--- src/rtl/serial_parallel_rx.sv ---
// Receive deserializer: hunts for a sync word in an LSB-first bit stream,
// then assembles fixed-length frames of words onto a valid/ready output.
module serial_parallel_rx #(
   parameter int unsigned      WIDTH       = 16,
   parameter logic [WIDTH-1:0] SYNC_WORD   = 16'hA5C3,
   parameter int unsigned      FRAME_WORDS = 8
) (
   input  logic             clk,
   input  logic             rst_n,
   input  logic             serial_signal,
   input  logic             bit_valid,
   input  logic             data_ready,
   output logic [WIDTH-1:0] parallel_data,
   output logic             data_valid,
   output logic             locked,
   output logic             sync_found,
   output logic             frame_done,
   output logic             overrun
);

   localparam int unsigned FW = $clog2(WIDTH + 1);
   localparam int unsigned BW = $clog2(WIDTH);
   localparam int unsigned CW = (FRAME_WORDS > 1) ? $clog2(FRAME_WORDS) : 1;

   localparam logic [FW-1:0] FILL_FULL = FW'(WIDTH);
   localparam logic [BW-1:0] BIT_LAST  = BW'(WIDTH - 1);
   localparam logic [CW-1:0] WORD_LAST = CW'(FRAME_WORDS - 1);

   typedef enum logic {
      HUNT    = 1'b0,
      ALIGNED = 1'b1
   } state_t;

   state_t           state_q, state_d;
   logic [WIDTH-1:0] sr_q, sr_d;
   logic [FW-1:0]    fill_q, fill_d;
   logic [BW-1:0]    bit_cnt_q, bit_cnt_d;
   logic [CW-1:0]    word_cnt_q, word_cnt_d;
   logic [WIDTH-1:0] data_q, data_d;
   logic             valid_q, valid_d;
   logic             sync_q, sync_d;
   logic             done_q, done_d;
   logic             ovr_q, ovr_d;

   logic [WIDTH-1:0] sr_nx;
   logic [FW-1:0]    fill_nx;
   logic             word_done;

   assign sr_nx   = {serial_signal, sr_q[WIDTH-1:1]};
   assign fill_nx = (fill_q == FILL_FULL) ? fill_q : fill_q + FW'(1);

   always_comb begin
      state_d    = state_q;
      sr_d       = sr_q;
      fill_d     = fill_q;
      bit_cnt_d  = bit_cnt_q;
      word_cnt_d = word_cnt_q;
      sync_d     = 1'b0;
      done_d     = 1'b0;
      word_done  = 1'b0;

      if (bit_valid) begin
         sr_d = sr_nx;
         unique case (state_q)
            HUNT: begin
               fill_d = fill_nx;
               // Sliding window: every new bit re-tests the last WIDTH bits.
               if (fill_nx == FILL_FULL && sr_nx == SYNC_WORD) begin
                  state_d    = ALIGNED;
                  sync_d     = 1'b1;
                  bit_cnt_d  = '0;
                  word_cnt_d = '0;
               end
            end
            ALIGNED: begin
               if (bit_cnt_q == BIT_LAST) begin
                  word_done = 1'b1;
                  bit_cnt_d = '0;
                  if (word_cnt_q == WORD_LAST) begin
                     done_d     = 1'b1;
                     state_d    = HUNT;
                     fill_d     = '0;
                     word_cnt_d = '0;
                  end else begin
                     word_cnt_d = word_cnt_q + CW'(1);
                  end
               end else begin
                  bit_cnt_d = bit_cnt_q + BW'(1);
               end
            end
            default: state_d = HUNT;
         endcase
      end
   end

   always_comb begin
      data_d  = data_q;
      valid_d = valid_q;
      ovr_d   = ovr_q;
      if (word_done) begin
         // A pending word being accepted this cycle frees the slot.
         if (!valid_q || data_ready) begin
            data_d  = sr_nx;
            valid_d = 1'b1;
         end else begin
            ovr_d = 1'b1;
         end
      end else if (valid_q && data_ready) begin
         valid_d = 1'b0;
      end
   end

   always_ff @(posedge clk) begin
      if (!rst_n) begin
         state_q    <= HUNT;
         sr_q       <= '0;
         fill_q     <= '0;
         bit_cnt_q  <= '0;
         word_cnt_q <= '0;
         data_q     <= '0;
         valid_q    <= 1'b0;
         sync_q     <= 1'b0;
         done_q     <= 1'b0;
         ovr_q      <= 1'b0;
      end else begin
         state_q    <= state_d;
         sr_q       <= sr_d;
         fill_q     <= fill_d;
         bit_cnt_q  <= bit_cnt_d;
         word_cnt_q <= word_cnt_d;
         data_q     <= data_d;
         valid_q    <= valid_d;
         sync_q     <= sync_d;
         done_q     <= done_d;
         ovr_q      <= ovr_d;
      end
   end

   assign parallel_data = data_q;
   assign data_valid    = valid_q;
   assign locked        = (state_q == ALIGNED);
   assign sync_found    = sync_q;
   assign frame_done    = done_q;
   assign overrun       = ovr_q;

endmodule

--- config.mk ---
export PLATFORM = sky130hd
export DESIGN_NAME = serial_parallel_rx
export DESIGN_NICKNAME = d
export VERILOG_FILES = /design/src/rtl/serial_parallel_rx.sv
export SDC_FILE = /design/constraint.sdc
export NUM_CORES = 1
export LEC_CHECK = 0
export CAP_MARGIN = 30
export CORE_MARGIN = 3
export CORE_UTILIZATION = 40
export CTS_CLUSTER_SIZE = 10
export DETAILED_ROUTE_END_ITERATION = 7
export GPL_TIMING_DRIVEN = 0
export PLACE_DENSITY = 0.72
export REMOVE_ABC_BUFFERS = 1
export SETUP_SLACK_MARGIN = 0.15
export SLEW_MARGIN = 20
export SYNTH_ARGS = -nofsm -noshare
export SYNTH_HDL_FRONTEND = slang
export SYNTH_SLANG_ARGS = --single-unit
export TNS_END_PERCENT = 100
--- constraint.sdc ---
create_clock -name clk -period 1.6 [get_ports clk]
set_input_delay 0.16 -clock clk [delete_from_list [all_inputs] [get_ports clk]]
set_output_delay 0.16 -clock clk [all_outputs]
set_load 0.005 [all_outputs]
# After elaboration in Yosys (flattened, before gate mapping)
# Cells that the tools add are included.
totals:
  regBits: 49
  inputBits: 5
  output_inout_bits: 21
  elab_cells: 61
op_classes:
  add_sub_neg: 3
  n_eq_ne: 9
  muxes: 22
  n_bitwise: 4
  n_reduce_logical: 13
op_table:
  columns: ["op", "count"]
  rows:
  - ["equality test 16 bit (second input constant)", 1]
  - ["2-to-1 mux 5 bit", 3]
  - ["equality test 5 bit (second input constant)", 2]
  - ["2-to-1 mux 1 bit", 10]
  - ["one-hot mux 5 bit (2 select lines)", 1]
  - ["2-to-1 mux 3 bit", 3]
  - ["2-to-1 mux 4 bit", 2]
  - ["one-hot mux 4 bit (2 select lines)", 1]
  - ["AND reduction 2 bit", 4]
  - ["!= test 2 x 1 -> 1 bit (second input constant)", 3]
  - ["one-hot mux 3 bit (2 select lines)", 1]
  - ["AND reduction 3 bit", 2]
  - ["adder 5 x 1 -> 5 bit (second input constant)", 1]
  - ["adder 4 x 1 -> 4 bit (second input constant)", 1]
  - ["equality test 4 bit (second input constant)", 1]
  - ["NOT 1 bit", 4]
  - ["AND reduction 4 bit", 1]
  - ["adder 3 x 1 -> 3 bit (second input constant)", 1]
  - ["equality test 3 bit (second input constant)", 1]
  - ["OR reduction 3 bit", 1]
  - ["logical AND 1 bit", 2]
  - ["!= test 2 bit (second input constant)", 1]
  - ["one-hot mux 1 bit (2 select lines)", 1]
  - ["nonzero test 2 bit", 1]
  - ["2 further kinds", 2]

# Logic depth before layout (Yosys ltp)
# Gate-level depths: netlist of run 1.
logic_depth:
  ltp_word: 6
  mapped_depth: 8
  depth_no_buf: 7

# Worst setup path after synthesis of run 1
# OpenSTA, ideal clock, no wires.
synth_path:
  path_type: "register to register"
  startpoint: "register fill_q[0]"
  endpoint: "register word_cnt_q[0]"
  setup_time_ps: 72
  t_arrival_ps: 1677
  required_time_ps: 1528
  path_slack_ps: -149
  stages_incl_launch_ff: 8
  n_path_buf: 0
  period_less_slack_ps: 1749
  cell_sequence: "dfxtp_1 inv_1 ha_1 and4bb_4 nor3_1 o2111ai_4 o21ai_2 mux2i_1"
synth_between:
  elab_chain_cells: 6
  word_cells_on_any_way: 7
  cone_classes: "add/sub: 1; eq/ne: 3; mux: 1; reduce/logical: 2"
synth_lines:
  columns: ["item", "line", "source"]
  rows:
  - ["from (decl)", "36", "logic [FW-1:0] fill_q, fill_d;"]
  - ["from (signal assigned)", "128", "fill_q <= fill_d;"]
  - ["adder 5 x 1 -> 5 bit or equality test 5 bit (tied branches)", "50", "assign fill_nx = (fill_q == FILL_FULL) ? fill_q : fill_q + FW'(1);"]
  - ["2-to-1 mux 5 bit (*)", "50", null]
  - ["equality test 5 bit (*)", "68", "if (fill_nx == FILL_FULL && sr_nx == SYNC_WORD) begin"]
  - ["logical AND 1 bit (*)", "68", null]
  - ["!= test 2 bit (no line) (*)", null, null]
  - ["AND reduction 3 bit (no line) (*)", null, null]
  - ["to (signal assigned)", "130", "word_cnt_q <= word_cnt_d;"]
  - ["to (decl)", "38", "logic [CW-1:0] word_cnt_q, word_cnt_d;"]
# Mark *: on every way between the ends. The rest lies on a longest branch, timed or not.
# A chain may end at the register's enable or synchronous reset.

# Final worst setup path of run 1
layout_path:
  startpoint: "register fill_q[0]"
  endpoint: "register word_cnt_q[1]"
# Same word-level chain as after synthesis.

==> results of run 1 <==
[final cells by class]
| type | count | area [sq um] |
|---|---|---|
| timing repair buffer | 39 | 385.4 |
| clock inverter | 2 | 60.06 |
| fill | 474 | 2301 |
| multi-input combinational | 187 | 1389 |
| tap | 70 | 87.58 |
| sequential | 48 | 979.7 |
| inverter | 7 | 31.28 |
| clock buffer | 5 | 68.82 |
[power breakdown]
| part | internal (mW) | switching, mW | total [mW] |
|---|---|---|---|
| registers | 1.20 | 0.0161 | 1.22 |
| logic | 0.0780 | 0.0903 | 0.168 |
| clock network | 0.615 | 0.398 | 1.01 |
[routing by layer]
layer / vias up / global-route usage, % / part of all wire, %
met5: - / 0 / 0
met4: 0 / 4.561 / 1.1
met3: 6 / 3.548 / 4.4
met2: 33 / 27.85 / 49
met1: 876 / 20.50 / 45
li1: 944 / - / -
[critical path, stage by stage, from the launching register on]
cell	delay, ps
dfxtp_4	370
inv_4	60
ha_4	130
and4bb_4	270
and3_4	190
o2111ai_4	140
o21ai_2	250
mux2i_1	190
[Yosys cell counts (3+ instances only)]
cell type / instances
a21boi_0: 18
a21oi_1: 8
and3_1: 4
buf_2: 3
clkbuf_1: 6
dfxtp_1: 48
ha_1: 5
inv_1: 7
mux2i_1: 18
nand2_1: 49
nand2b_1: 3
nand3_1: 8
nor2_1: 5
nor2b_1: 24
nor3_1: 5
o21ai_0: 10
[through the flow]
stage	TNS, ps	hold WS (ps)	power, mW	setup WS, ps	std cells
floorplan	-708.7	276.9	1.318	-148.6	241
global placement	-39910	445.7	1.378	-1395	336
detailed placement	-9358	458.4	1.374	-469.6	336
CTS	-166.3	450.0	2.421	-50.87	355
global route	-1355	487.3	2.485	-170.7	358
finish	-190.2	458.8	2.400	-74.50	358
[kinds of logic after synthesis]
logic type               count (synthesis)  share of synthesized area (%)
AND/OR/NAND/NOR                        111                          25.55
AO/OA/AOI/OAI                           51                          16.45
flip-flops                              48                          42.38
buffers and inverters                   21                          4.525
multiplexers                            18                          7.947
adder cells (fa/ha/maj)                  5                          2.759
XOR/XNOR                                 1                         0.3864
[repair_timing]
action | in CTS | in global routing
endpoints found under the setup margin | 29 | 30
gates resized for setup | 37 | 41
buffers inserted | 10 | 3
pin swaps | 7 | 16
cloned | 2 | 0
[state kept, by name, summed over array words and instances (netlist names)]
signal / cells
parallel_data: 16
sr_q: 15
fill_q: 5
bit_cnt_q: 4
word_cnt_q: 3
data_valid: 1
frame_done: 1
locked: 1
overrun: 1
sync_found: 1
[path summary, 6_finish.rpt]
kind / startpoint / cells past startpoint / slack [ps] / to
max: fill_q[0]$_SDFFE_PN0P_ / 7 / -70 / word_cnt_q[1]$_SDFFE_PN0P_
min: parallel_data[10]$_SDFFE_PN0P_ / 2 / 460 / parallel_data[10]$_SDFFE_PN0P_
min reg2reg: parallel_data[10]$_SDFFE_PN0P_ / 2 / 460 / parallel_data[10]$_SDFFE_PN0P_
max reg2reg: fill_q[0]$_SDFFE_PN0P_ / 7 / -70 / word_cnt_q[1]$_SDFFE_PN0P_
==> flow_metrics.tcl, run 1 <==
set metrics [dict create \
    hold_violations 0 \
    netlist_area_sq_mm 0.002267 \
    tritoncts "yes" \
    clock_path_buffers 2 \
    fin_nets 298 \
    clockRootBuffer "clkbuf_8" \
    areaGrowthSynthToFinish_pct 32.40 \
    finalClockSkew_ps 5.213 \
    final_common_cell "dfxtp_1" \
    grt_setup_unrepaired "yes" \
    drt_wl_total_mm 5.033 \
    grt_usage_pct 16.29 \
    htreeDepth 2 \
    grt_max_degree 54 \
    timing.slew.headroom_pct 49.48 \
    ios 26 \
    synth_flop_cell "dfxtp_1" \
    status "finished, violations left" \
    synth_area_leaders "dfxtp_1 (42%), nand2_1 (8.1%), mux2i_1 (7.9%), nor2b_1 (6.6%), a21boi_0 (6.0%)" \
    yosysWarningCount 0 \
    cts_made_buffers 5 \
    clk_pin_slew_ps 90 \
    grt_pass1_wl_mm 8.431 \
    setup_slack_ps -74.50 \
    max_cap_violations 0 \
    drcViolationCount 0 \
    worstSkewPairLatency_ps 300 \
    fp-row-count 26 \
    synth_seq_cells 48 \
    final_util_pct 56.61 \
    cts_hold_buf 0 \
    final.period_utilization_pct 104.7 \
    tightest_slew_ps 757.8 \
    drv_slew 0 \
    core_area_sq_mm 0.005303 \
    dieWidth_um 81.29 \
    post_dp_cell_area_sq_mm 0.002519 \
    path_max_fanout 4 \
    syn_area_per_cell_sq_um 8.891 \
    synth_edf_count 0 \
    drt_iter0_drc 66 \
    clock-sinks 48 \
    vdd_drop_max_mv 0.5313 \
    yosysUniqueCellTypes 45 \
    critPathCaptureType "flip-flop" \
    finalSetupViolCount 4 \
    port_buffers 25 \
    gp_congestion 0.7978 \
    p_per_area_mw_per_mm2 799.7 \
    crit_required_ps 1840 \
    yosysTopAreaCell "dfxtp_1" \
    antenna_found_initial 0 \
    viasPerCell 5.193 \
    grt_pass1_vias 1832 \
    hold_path.class "flip-flop to flip-flop" \
    synth_seq_area_share_pct 42.38 \
    async_flop_share_pct 0 \
    syn_inst 255 \
    arrival_ps 1910 \
    antenna_cells 0 \
    failed_checks "setup timing" \
    dp_hpwl_mm 2.877 \
    wl_per_cell_um 14.06 \
    synth_top_area_share_pct 42.38 \
    fmax_mhz 597.2 \
    fin_area_sq_mm 0.003002 \
    min_period_ps 1674 \
    critPathKind "flip-flop to flip-flop" \
    overflow 0 \
    p_leak_nw 1.140 \
    chipHeight_um 81.29 \
    initial_core_util_pct 42.76 \
    dieArea_sq_mm 0.006607 \
    final_layout_size_suffix_gt1_share_pct 24.65 \
    crit_path_start_kind "flip-flop" \
    drt_first_pass_iters 4 \
    via_count 1859 \
    layout_common_cells "dfxtp_1 (41), nand2_1 (38), nor2b_1 (24)" \
    ant_nets 0 \
]
No activity file was read; power rests on OpenSTA's default activity.
==> run 2: changes to the inputs <==
SKIP_LAST_GASP = 1   (was not set)
==> run 2 against run 1 <==
Effect of this change:
- the flow still finishes with violations (setup timing)
- combinational power is essentially flat
- non-clock buffer count unchanged
- utilization decreased by 0.47 points
- highest routed layer unchanged
==> flow_metrics.tcl, run 2 (same netlist as run 1, synthesis figures left out) <==
set metrics [dict create \
    setup_slack_ps -74.79 \
    crit_required_ps 1840 \
    worstSkewPairLatency_ps 300 \
    reg2regPathDepth 7 \
    final_util_pct 56.14 \
    largest_reg_flops 16 \
    htreeDepth 2 \
    crit_path_max_incr_delay_ps 370 \
    power_frac_seq_pct 50.8 \
    dieWidth_um 81.29 \
    viasPerCell 5.209 \
    grt_pass1_wl_mm 8.431 \
    clock_path_buffers 2 \
    cts_made_buffers 5 \
    core_area_sq_mm 0.005303 \
    finalSetupViolCount 5 \
    cp_slowest_cell "dfxtp_4" \
    critPathKind "flip-flop to flip-flop" \
    clockRootBuffer "clkbuf_8" \
    clk_pin_slew_ps 90 \
    fmax_mhz 597.1 \
    ant_nets 0 \
    final.period_utilization_pct 104.7 \
    hold_path.class "flip-flop to flip-flop" \
    drv_slew 0 \
    critPathCaptureType "flip-flop" \
    grt_usage_pct 16.29 \
    overflow 0 \
    whs_ps 458.7 \
    drt_wl_total_mm 4.996 \
    crit_path_cell_trace "inv_4 > ha_4 > and4bb_4 > and3_4 > o2111ai_4 > o21ai_2 > mux2i_1" \
    fp-row-count 26 \
    tightest_slew_ps 757.8 \
    drt_iter0_drc 91 \
    final_common_cell "nand2_1" \
    dp_hpwl_mm 2.877 \
    p_sw_mw 0.5038 \
    cp-startpoint "fill_q[0]$_SDFFE_PN0P_" \
    min_period_ps 1675 \
    chipHeight_um 81.29 \
    arrival_ps 1910 \
    comb_power_share_pct 7.0 \
    p_leak_nw 1.119 \
    timing.slew.headroom_pct 49.48 \
    rrSetupSlack_ps -70 \
    p_per_area_mw_per_mm2 806.3 \
    crit_path_start_kind "flip-flop" \
    antenna_found_initial 0 \
    dieArea_sq_mm 0.006607 \
    drcViolationCount 0 \
    vdd_drop_max_mv 0.5313 \
    gp_congestion 0.7978 \
    finalClockSkew_ps 4.539 \
    fin_nets 298 \
    layout_common_cells "nand2_1 (43), dfxtp_1 (41), nor2b_1 (24)" \
    areaGrowthSynthToFinish_pct 31.29 \
    port_buffers 25 \
    power_switching_share_pct 20.99 \
    critical_path.endpoint "word_cnt_q[1]$_SDFFE_PN0P_" \
    path_max_fanout 4 \
    ios 26 \
    grt_max_degree 54 \
    via_count 1865 \
    failed_checks "setup timing" \
    clock-sinks 48 \
    grt_setup_unrepaired "yes" \
    antenna_cells 0 \
    drt_first_pass_iters 4 \
    fin_area_sq_mm 0.002977 \
    grt_pass1_vias 1832 \
    tritoncts "yes" \
    cts_hold_buf 0 \
    clkPwrFrac_pct 42.2 \
    post_dp_cell_area_sq_mm 0.002519 \
    intPower_mw 1.896 \
    wl_per_cell_um 13.96 \
    r2r-end "word_cnt_q[1]$_SDFFE_PN0P_" \
    final_layout_size_suffix_gt1_share_pct 22.22 \
    initial_core_util_pct 42.76 \
    hold_violations 0 \
    max_cap_violations 0 \
    worstReg2RegStart "fill_q[0]$_SDFFE_PN0P_" \
    status "finished, violations left" \
]
==> run 2: cell counts in the layout (fill, tap and decap cells not counted) <==
Identical to the previous run, type by type.
==> run 2: critical path, delay by kind of cell (launching register included) <==
family | cells | cell delay [ps]
buffers and inverters | 1 | 60
AND/OR/NAND/NOR | 2 | 460
multiplexers | 1 | 190
adder cells (fa/ha/maj) | 1 | 130
flip-flops | 1 | 370
AO/OA/AOI/OAI | 2 | 390
==> run 2: timing repair <==
| action | 4_1_cts | 5_1_grt |
|---|---|---|
| pin swaps | 7 | 11 |
| endpoints found under the setup margin | 29 | 30 |
| buffers inserted | 10 | 3 |
| resized for setup | 37 | 33 |
| endpoints found under the hold margin | 0 | 0 |
| cloned | 2 | 0 |
==> run 2: power by group through the flow <==
stage,Clock [mW],Combinational (mW),Sequential [mW]
floorplan,0,0.0723,1.25
global placement,0,0.129,1.25
detailed placement,0,0.125,1.25
CTS,1.05,0.157,1.22
global route,1.08,0.186,1.22
finish,1.01,0.168,1.22
==> run 2: routing by layer <==
layer | global-route usage (%) | vias up | routed length [um]
met2 | 27.85 | 36 | 2478
met3 | 3.548 | 6 | 220
met1 | 20.50 | 879 | 2242
met4 | 4.561 | 0 | 55
met5 | 0 | - | 0
li1 | - | 944 | -
==> run 2: cell type report <==
cell class,instances,area (sq um)
Sequential cell,48,979.7
Clock inverter,2,60.06
Inverter,7,31.28
Timing Repair Buffer,39,385.4
Multi-Input combinational cell,187,1364
Fill cell,475,2326
Clock buffer,5,68.82
Tap cell,70,87.58
==> run 2: worst min path at each step <==
stage                                   start                             end  slack (ps)  cells after the start
2_1_floorplan                           rst_n       bit_cnt_q[1]$_SDFFE_PN0P_         280                      1
3_3_place_gp    parallel_data[9]$_SDFFE_PN0P_   parallel_data[9]$_SDFFE_PN0P_         450                      2
3_5_place_dp    parallel_data[1]$_SDFFE_PN0P_   parallel_data[1]$_SDFFE_PN0P_         460                      2
4_1_cts                                 rst_n         data_valid$_SDFFE_PN0P_         450                      2
5_1_grt         parallel_data[2]$_SDFFE_PN0P_   parallel_data[2]$_SDFFE_PN0P_         490                      2
6_report       parallel_data[10]$_SDFFE_PN0P_  parallel_data[10]$_SDFFE_PN0P_         460                      2
==> run 2: through the flow <==
| step | TNS, ps | total power, mW | cells | worst slack, ps |
|---|---|---|---|---|
| final | -200.8 | 2.400 | 358 | -74.79 |
| after global routing | -1355 | 2.485 | 358 | -170.7 |
| after CTS | -166.3 | 2.421 | 355 | -50.87 |
| after detailed placement | -9358 | 1.374 | 336 | -469.6 |
| after global placement | -39910 | 1.378 | 336 | -1395 |
| after floorplan | -708.7 | 1.318 | 241 | -148.6 |
==> variant 1 (config.mk and constraints of run 2) <==
Make the reset (`rst_n`) asynchronous in one clocked block. Comments in the files are not updated.
--- a/src/rtl/serial_parallel_rx.sv
+++ b/src/rtl/serial_parallel_rx.sv
@@ -110,7 +110,7 @@
       end
    end
 
-   always_ff @(posedge clk) begin
+   always_ff @(posedge clk or negedge rst_n) begin
       if (!rst_n) begin
          state_q    <= HUNT;
          sr_q       <= '0;
Behaviour: no difference found for any inputs over 10 cycles, from zero or initial values and one cycle with rst_n low; that may be too few to reach the edited logic, so the function may still have changed.
==> variant 1 against run 2 <==
The flow still finishes with violations (negative setup slack). Routed wire length shrank 23%. Worst setup slack lost 75 ps. Count of clock-buffer cells in the layout grew 1. Synthesized cell count shrank 33%. First-iteration DRC count grew 8.8%. Cell area shrank 5.8%. Area after synthesis shrank 3.5%. Die area shrank 3.3%. Via count shrank 23%. Sequential cell count is the same. Fmax shrank 4.3%. Global-route usage shrank 3.1 points. Critical endpoint is now word_cnt_q[2]$_DFFE_PN0P_.
Power is not compared: it rests on default switching activity, and its combinational part moved more than twofold at a synthesized area within 25%.
==> variant 1: results (changes against run 2) <==
worst_hold_path:
  timing.hold.worst.class: "primary input to async pin"
yosys:
  ys_async_sr_fraction_pct: 100  # +100 points
  post_synth_most_frequent_cells: "sky130_fd_sc_hd__dfrtp_1 (48), sky130_fd_sc_hd__mux2_2 (32), sky130_fd_sc_hd__nor2_1 (10)"
  seq_area_frac_synth_pct: 54.9  # +13 points
  synth.area.mux_share_pct: 16.5  # +8.5 points
  synth_xor_xnor_area_share_pct: 0.801  # +0.41 points
  synth_top_cells_by_area: "sky130_fd_sc_hd__dfrtp_1 (55%), sky130_fd_sc_hd__mux2_2 (16%), sky130_fd_sc_hd__ha_1 (2.9%), sky130_fd_sc_hd__o21ai_0 (1.8%), sky130_fd_sc_hd__nor2_1 (1.7%)"
  yosysWarningCount: 0  # unchanged
  synth_compound_area_share_pct: 7.67  # -8.8 points
  synth_cell_types: 46  # +2.2%
place:
  port-buffer-count: 25  # unchanged
  place.detailed.hpwl_mm: 2.44  # -15%
  global_placer_s_final_weighted_congestion: 0.770  # -3.5%
routing:
  detail_route.iter0.violations: 99  # +8.8%
  wl_mm: 3.87  # -23%
  drt-vias-per-instance: 5.12  # -1.7%
grt:
  grt_max_degree: 32  # -41%
  first_global_vias: 1444  # -21%
  grt_pass1_wl_mm: 6.64  # -21%
  grt_util_all_layers_pct: 13.2  # -3.1 points
timing:
  setup_ws_ps: -149  # -74.5 ps
  tns_ps: -1020  # -816 ps
  report.final.setup_viol: 10  # +5
  clock_skew_ps: 3.92  # -0.616 ps
  hold_slack_ps: 319  # -140 ps
cells_and_area:
  nets: 221  # -26%
status:
  violations: "negative setup slack"
  status: "finished with violations"
worst_setup_path:
  critical_path_peak_fanout: 5  # +1
  worst_path_max_delay_cell: "sky130_fd_sc_hd__dfrtp_1"
  setup_slack_reg_to_reg_ps: -150  # -70 ps
  worst_ep_arrival_time_ps: 1930  # +20 ps
  timing.critical_path.slowest_cell_delay_ps: 430  # +60 ps
-- variant 1: final cells by class --
type	instances	area [um2]
Sequential cell	48	1200
Tap cell	70	87.6
Timing Repair Buffer	39	389
Fill cell	446	2400
Clock inverter	2	16.3
Clock buffer	6	72.6
Multi-Input combinational cell	112	1020
Inverter	5	18.8
-- variant 1: worst paths after layout --
check / startpoint / end
setup / recovery: fill_q[0]$_DFFE_PN0P_ / word_cnt_q[2]$_DFFE_PN0P_
hold / removal: rst_n / parallel_data[4]$_DFFE_PN0P_
setup reg to reg: fill_q[0]$_DFFE_PN0P_ / word_cnt_q[2]$_DFFE_PN0P_
hold reg to reg: overrun$_DFFE_PN0P_ / overrun$_DFFE_PN0P_
max in group asynchronous: rst_n / locked$_DFFE_PN0P_
min in group clk: overrun$_DFFE_PN0P_ / overrun$_DFFE_PN0P_
-- variant 1: what timing repair did --
| item | in CTS | in global routing |
|---|---|---|
| endpoints found under the hold margin | 17 | 0 |
| buffers inserted | 10 | 2 |
| hold buffers | 1 | 0 |
| resized for setup | 22 | 13 |
| pin swaps | 9 | 9 |
| endpoints found under the setup margin | 34 | 32 |
-- variant 1: metal layers --
metal | wire length [um] | track usage [%] | vias to the layer above | part of all wire [%]
met3 | 127 | 3.72 | 5 | 3.3
met1 | 1760 | 16.9 | 723 | 45
met2 | 1940 | 20.9 | 28 | 50
met4 | 43 | 5.24 | 0 | 1.1
li1 | - | - | 688 | -
met5 | 0 | 0 | - | 0
-- variant 1: metrics by stage --
step                      power (W)  std cells  worst slack [ps]
final                       0.00281        282              -149
after detailed placement    0.00198        261             -1100
after floorplan             0.00184        165             -99.2
after CTS                   0.00276        280              -158
after global routing        0.00300        282              -211
after global placement      0.00196        260             -1100
==> variant 2 (config.mk and constraints of run 2) <==
Made on the original files. Change the parameter `FRAME_WORDS` from 8 to 32.
--- a/src/rtl/serial_parallel_rx.sv
+++ b/src/rtl/serial_parallel_rx.sv
@@ -3,7 +3,7 @@
 module serial_parallel_rx #(
    parameter int unsigned      WIDTH       = 16,
    parameter logic [WIDTH-1:0] SYNC_WORD   = 16'hA5C3,
-   parameter int unsigned      FRAME_WORDS = 8
+   parameter int unsigned      FRAME_WORDS = 32
 ) (
    input  logic             clk,
    input  logic             rst_n,
Check against the original RTL: no difference found for any inputs over 10 cycles, from zero or initial values and one cycle with rst_n low; that may be too few to reach the edited logic, so the function may still have changed.
==> variant 2 against run 2 <==
The run still ends with negative setup slack left. Cell area up 3.8%. Clock power decreased by 20%. Worst setup slack got worse by 300 ps. Routed wire length up 17%. Die area down 1.1%. Power down 3.8%. Sequential cell count increased by 2. Area after synthesis down 1.2%. Largest cell class unchanged. Largest power group unchanged.
==> variant 2: results (changes against run 2) <==
status:
  status: "finished with violations"
  violations: "negative setup slack"
worst_setup_path:
  critical_path.endpoint_type: "register"
  worst_ep_arrival_time_ps: 2140  # +230 ps
  setup_slack_reg_to_reg_ps: -370  # -300 ps
  crit_start: "sr_q[5]$_SDFFE_PN0P_"
  ff2ff_path_depth: 5  # -2
  r2r_end: "bit_cnt_q[1]$_SDFFE_PN0P_"
  critical_path_peak_fanout: 5  # +1
pwr:
  seq_cell_power_w: 0.00128  # +5%
  power.static_leakage_nw: 1.14  # +1.9%
  ir_drop_uv: 498  # -6.2%
  switching_power_w: 0.000598  # +19%
  combinationalPower_w: 0.000224  # +33%
routing:
  wl_mm: 5.84  # +17%
  drt_pass1_iterations: 5  # +1
  detail_route.wl_per_cell_um: 14.9  # +7.0%
  drt-vias-per-instance: 5.56  # +6.7%
  detail_route.iter0.violations: 163  # +79%
grt:
  first_global_vias: 2047  # +12%
  grt_max_degree: 46  # -15%
  antenna_violations_before_repair: 0  # unchanged
  grt_pass1_wl_mm: 9.45  # +12%
  grt_util_all_layers_pct: 18.4  # +2.1 points
timing:
  relSlewSlack_pct: 63.6  # +14 points
  report.final.setup_viol: 11  # +6
  setup_ws_ps: -373  # -298 ps
  clock_skew_ps: 9.02  # +4.48 ps
  tns_ps: -3380  # -3180 ps
place:
  global_placer_s_final_weighted_congestion: 0.806  # +1.1%
  placement.setup.worst_slack_ps: -730  # -260 ps
  post-place-cells: 353  # +5.1%
  place.detailed.hpwl_mm: 3.20  # +11%
  port-buffer-count: 25  # unchanged
cells_and_area:
  largest_register_ff_count: 16  # unchanged
  diodes: 0  # unchanged
  drive_above_1_share_pct: 28.0  # +5.8 points
  nets: 330  # +11%
  fillers: 476  # +0.21%
yosys:
  synth_top_cell_area_share_pct: 44.7  # +2.3 points
  synth_top_cells_by_area: "sky130_fd_sc_hd__dfxtp_1 (45%), sky130_fd_sc_hd__nand2_1 (7.7%), sky130_fd_sc_hd__mux2i_1 (6.7%), sky130_fd_sc_hd__a21oi_1 (6.3%), sky130_fd_sc_hd__nor2_1 (4.7%)"
  synth_cell_types: 44  # -2.2%
  ys_async_sr_fraction_pct: 0  # unchanged
  yosysWarningCount: 0  # unchanged
  seq_area_frac_synth_pct: 44.7  # +2.3 points
  synth_cells: 270  # +5.9%
  post_synth_most_frequent_cells: "sky130_fd_sc_hd__dfxtp_1 (50), sky130_fd_sc_hd__nand2_1 (46), sky130_fd_sc_hd__a21oi_1 (28), sky130_fd_sc_hd__nor2_1 (28), sky130_fd_sc_hd__mux2i_1 (15)"
cts:
  root_buffer: "sky130_fd_sc_hd__clkbuf_8"
  clk_latency_ps: 310
  cts_buffer_depth: 2  # unchanged
  cts.htree.levels: 2  # unchanged
  cts-buffers-inserted: 5  # unchanged
  clk_pin_slew_ps: 100
worst_hold_path:
  timing.hold.worst.class: "primary input to register"
## variant 2: cell types whose count changed after synthesis, sizes merged, moves of 3 or more
| cell | run 2 | this run |
|---|---|---|
| nor2 | 6 | 29 |
| nor2b | 25 | 4 |
| a21oi | 8 | 28 |
| a21boi | 19 | 2 |
| buf | 7 | 3 |
| nand3 | 8 | 12 |
| a31oi | 1 | 4 |
| inv | 7 | 4 |
| mux2i | 18 | 15 |
| nand2 | 49 | 46 |
## variant 2: timing repair
item,in CTS,in global routing
gates cloned,1,1
buffers inserted,19,9
endpoints found under the setup margin,34,32
resized for setup,50,23
pin swaps,19,19
## variant 2: routing by layer
layer  up-vias  wire [um]  share of wire [%]  global-route usage [%]
li1       1061          -                  -                       -
met1      1029       2660                 46                    23.3
met2        70       2780                 48                    29.8
met3        14        284                4.9                    3.99
met4         0        108                1.8                    8.45
met5         -          0                  0                       0
## variant 2: cells by family (layout without fill, tap and decap cells)
family / after synthesis / count (layout) / share of synthesized area, %
flops: 50 / 50 / 44.7
fa+ha+maj: 5 / 5 / 2.79
buf+inv: 18 / 68 / 3.85
simple gates: 122 / 123 / 26.1
compound gates: 60 / 60 / 15.9
mux: 15 / 15 / 6.70
## variant 2: critical path, stage by stage (launching register included)
cell and delay (ps):
sky130_fd_sc_hd__dfxtp_2 330, sky130_fd_sc_hd__or4b_4 570, sky130_fd_sc_hd__nor4_4 300, sky130_fd_sc_hd__o211ai_1 220, sky130_fd_sc_hd__nor2_2 270, sky130_fd_sc_hd__o221ai_1 130
## variant 2: worst min path at each step
stage / end / slack (ps) / startpoint / cells after the start
3_3_place_gp: parallel_data[2]$_SDFFE_PN0P_ / 440 / parallel_data[2]$_SDFFE_PN0P_ / 2
6_report: bit_cnt_q[3]$_SDFFE_PN0P_ / 390 / bit_valid / 2
2_1_floorplan: bit_cnt_q[3]$_SDFFE_PN0P_ / 260 / bit_valid / 1
5_1_grt: bit_cnt_q[3]$_SDFFE_PN0P_ / 410 / bit_valid / 2
4_1_cts: bit_cnt_q[3]$_SDFFE_PN0P_ / 420 / bit_valid / 2
3_5_place_dp: parallel_data[11]$_SDFFE_PN0P_ / 450 / parallel_data[11]$_SDFFE_PN0P_ / 2
## variant 2: through the flow
| stage | area, um2 | total power, W |
|---|---|---|
| 2_1_floorplan | 2170 | 0.00140 |
| 3_3_place_gp | 2510 | 0.00146 |
| 3_5_place_dp | 2520 | 0.00147 |
| 4_1_cts | 2950 | 0.00232 |
| 5_1_grt | 3090 | 0.00240 |
| 6_report | 3090 | 0.00231 |
## variant 2: layout make-up
class	instances	share of cell area (%)
Multi-Input combinational cell	203	43.4
Sequential cell	50	33.4
Timing Repair Buffer	55	16.4
Tap cell	70	2.83
Clock buffer	6	2.67
Inverter	5	0.729
Clock inverter	2	0.526
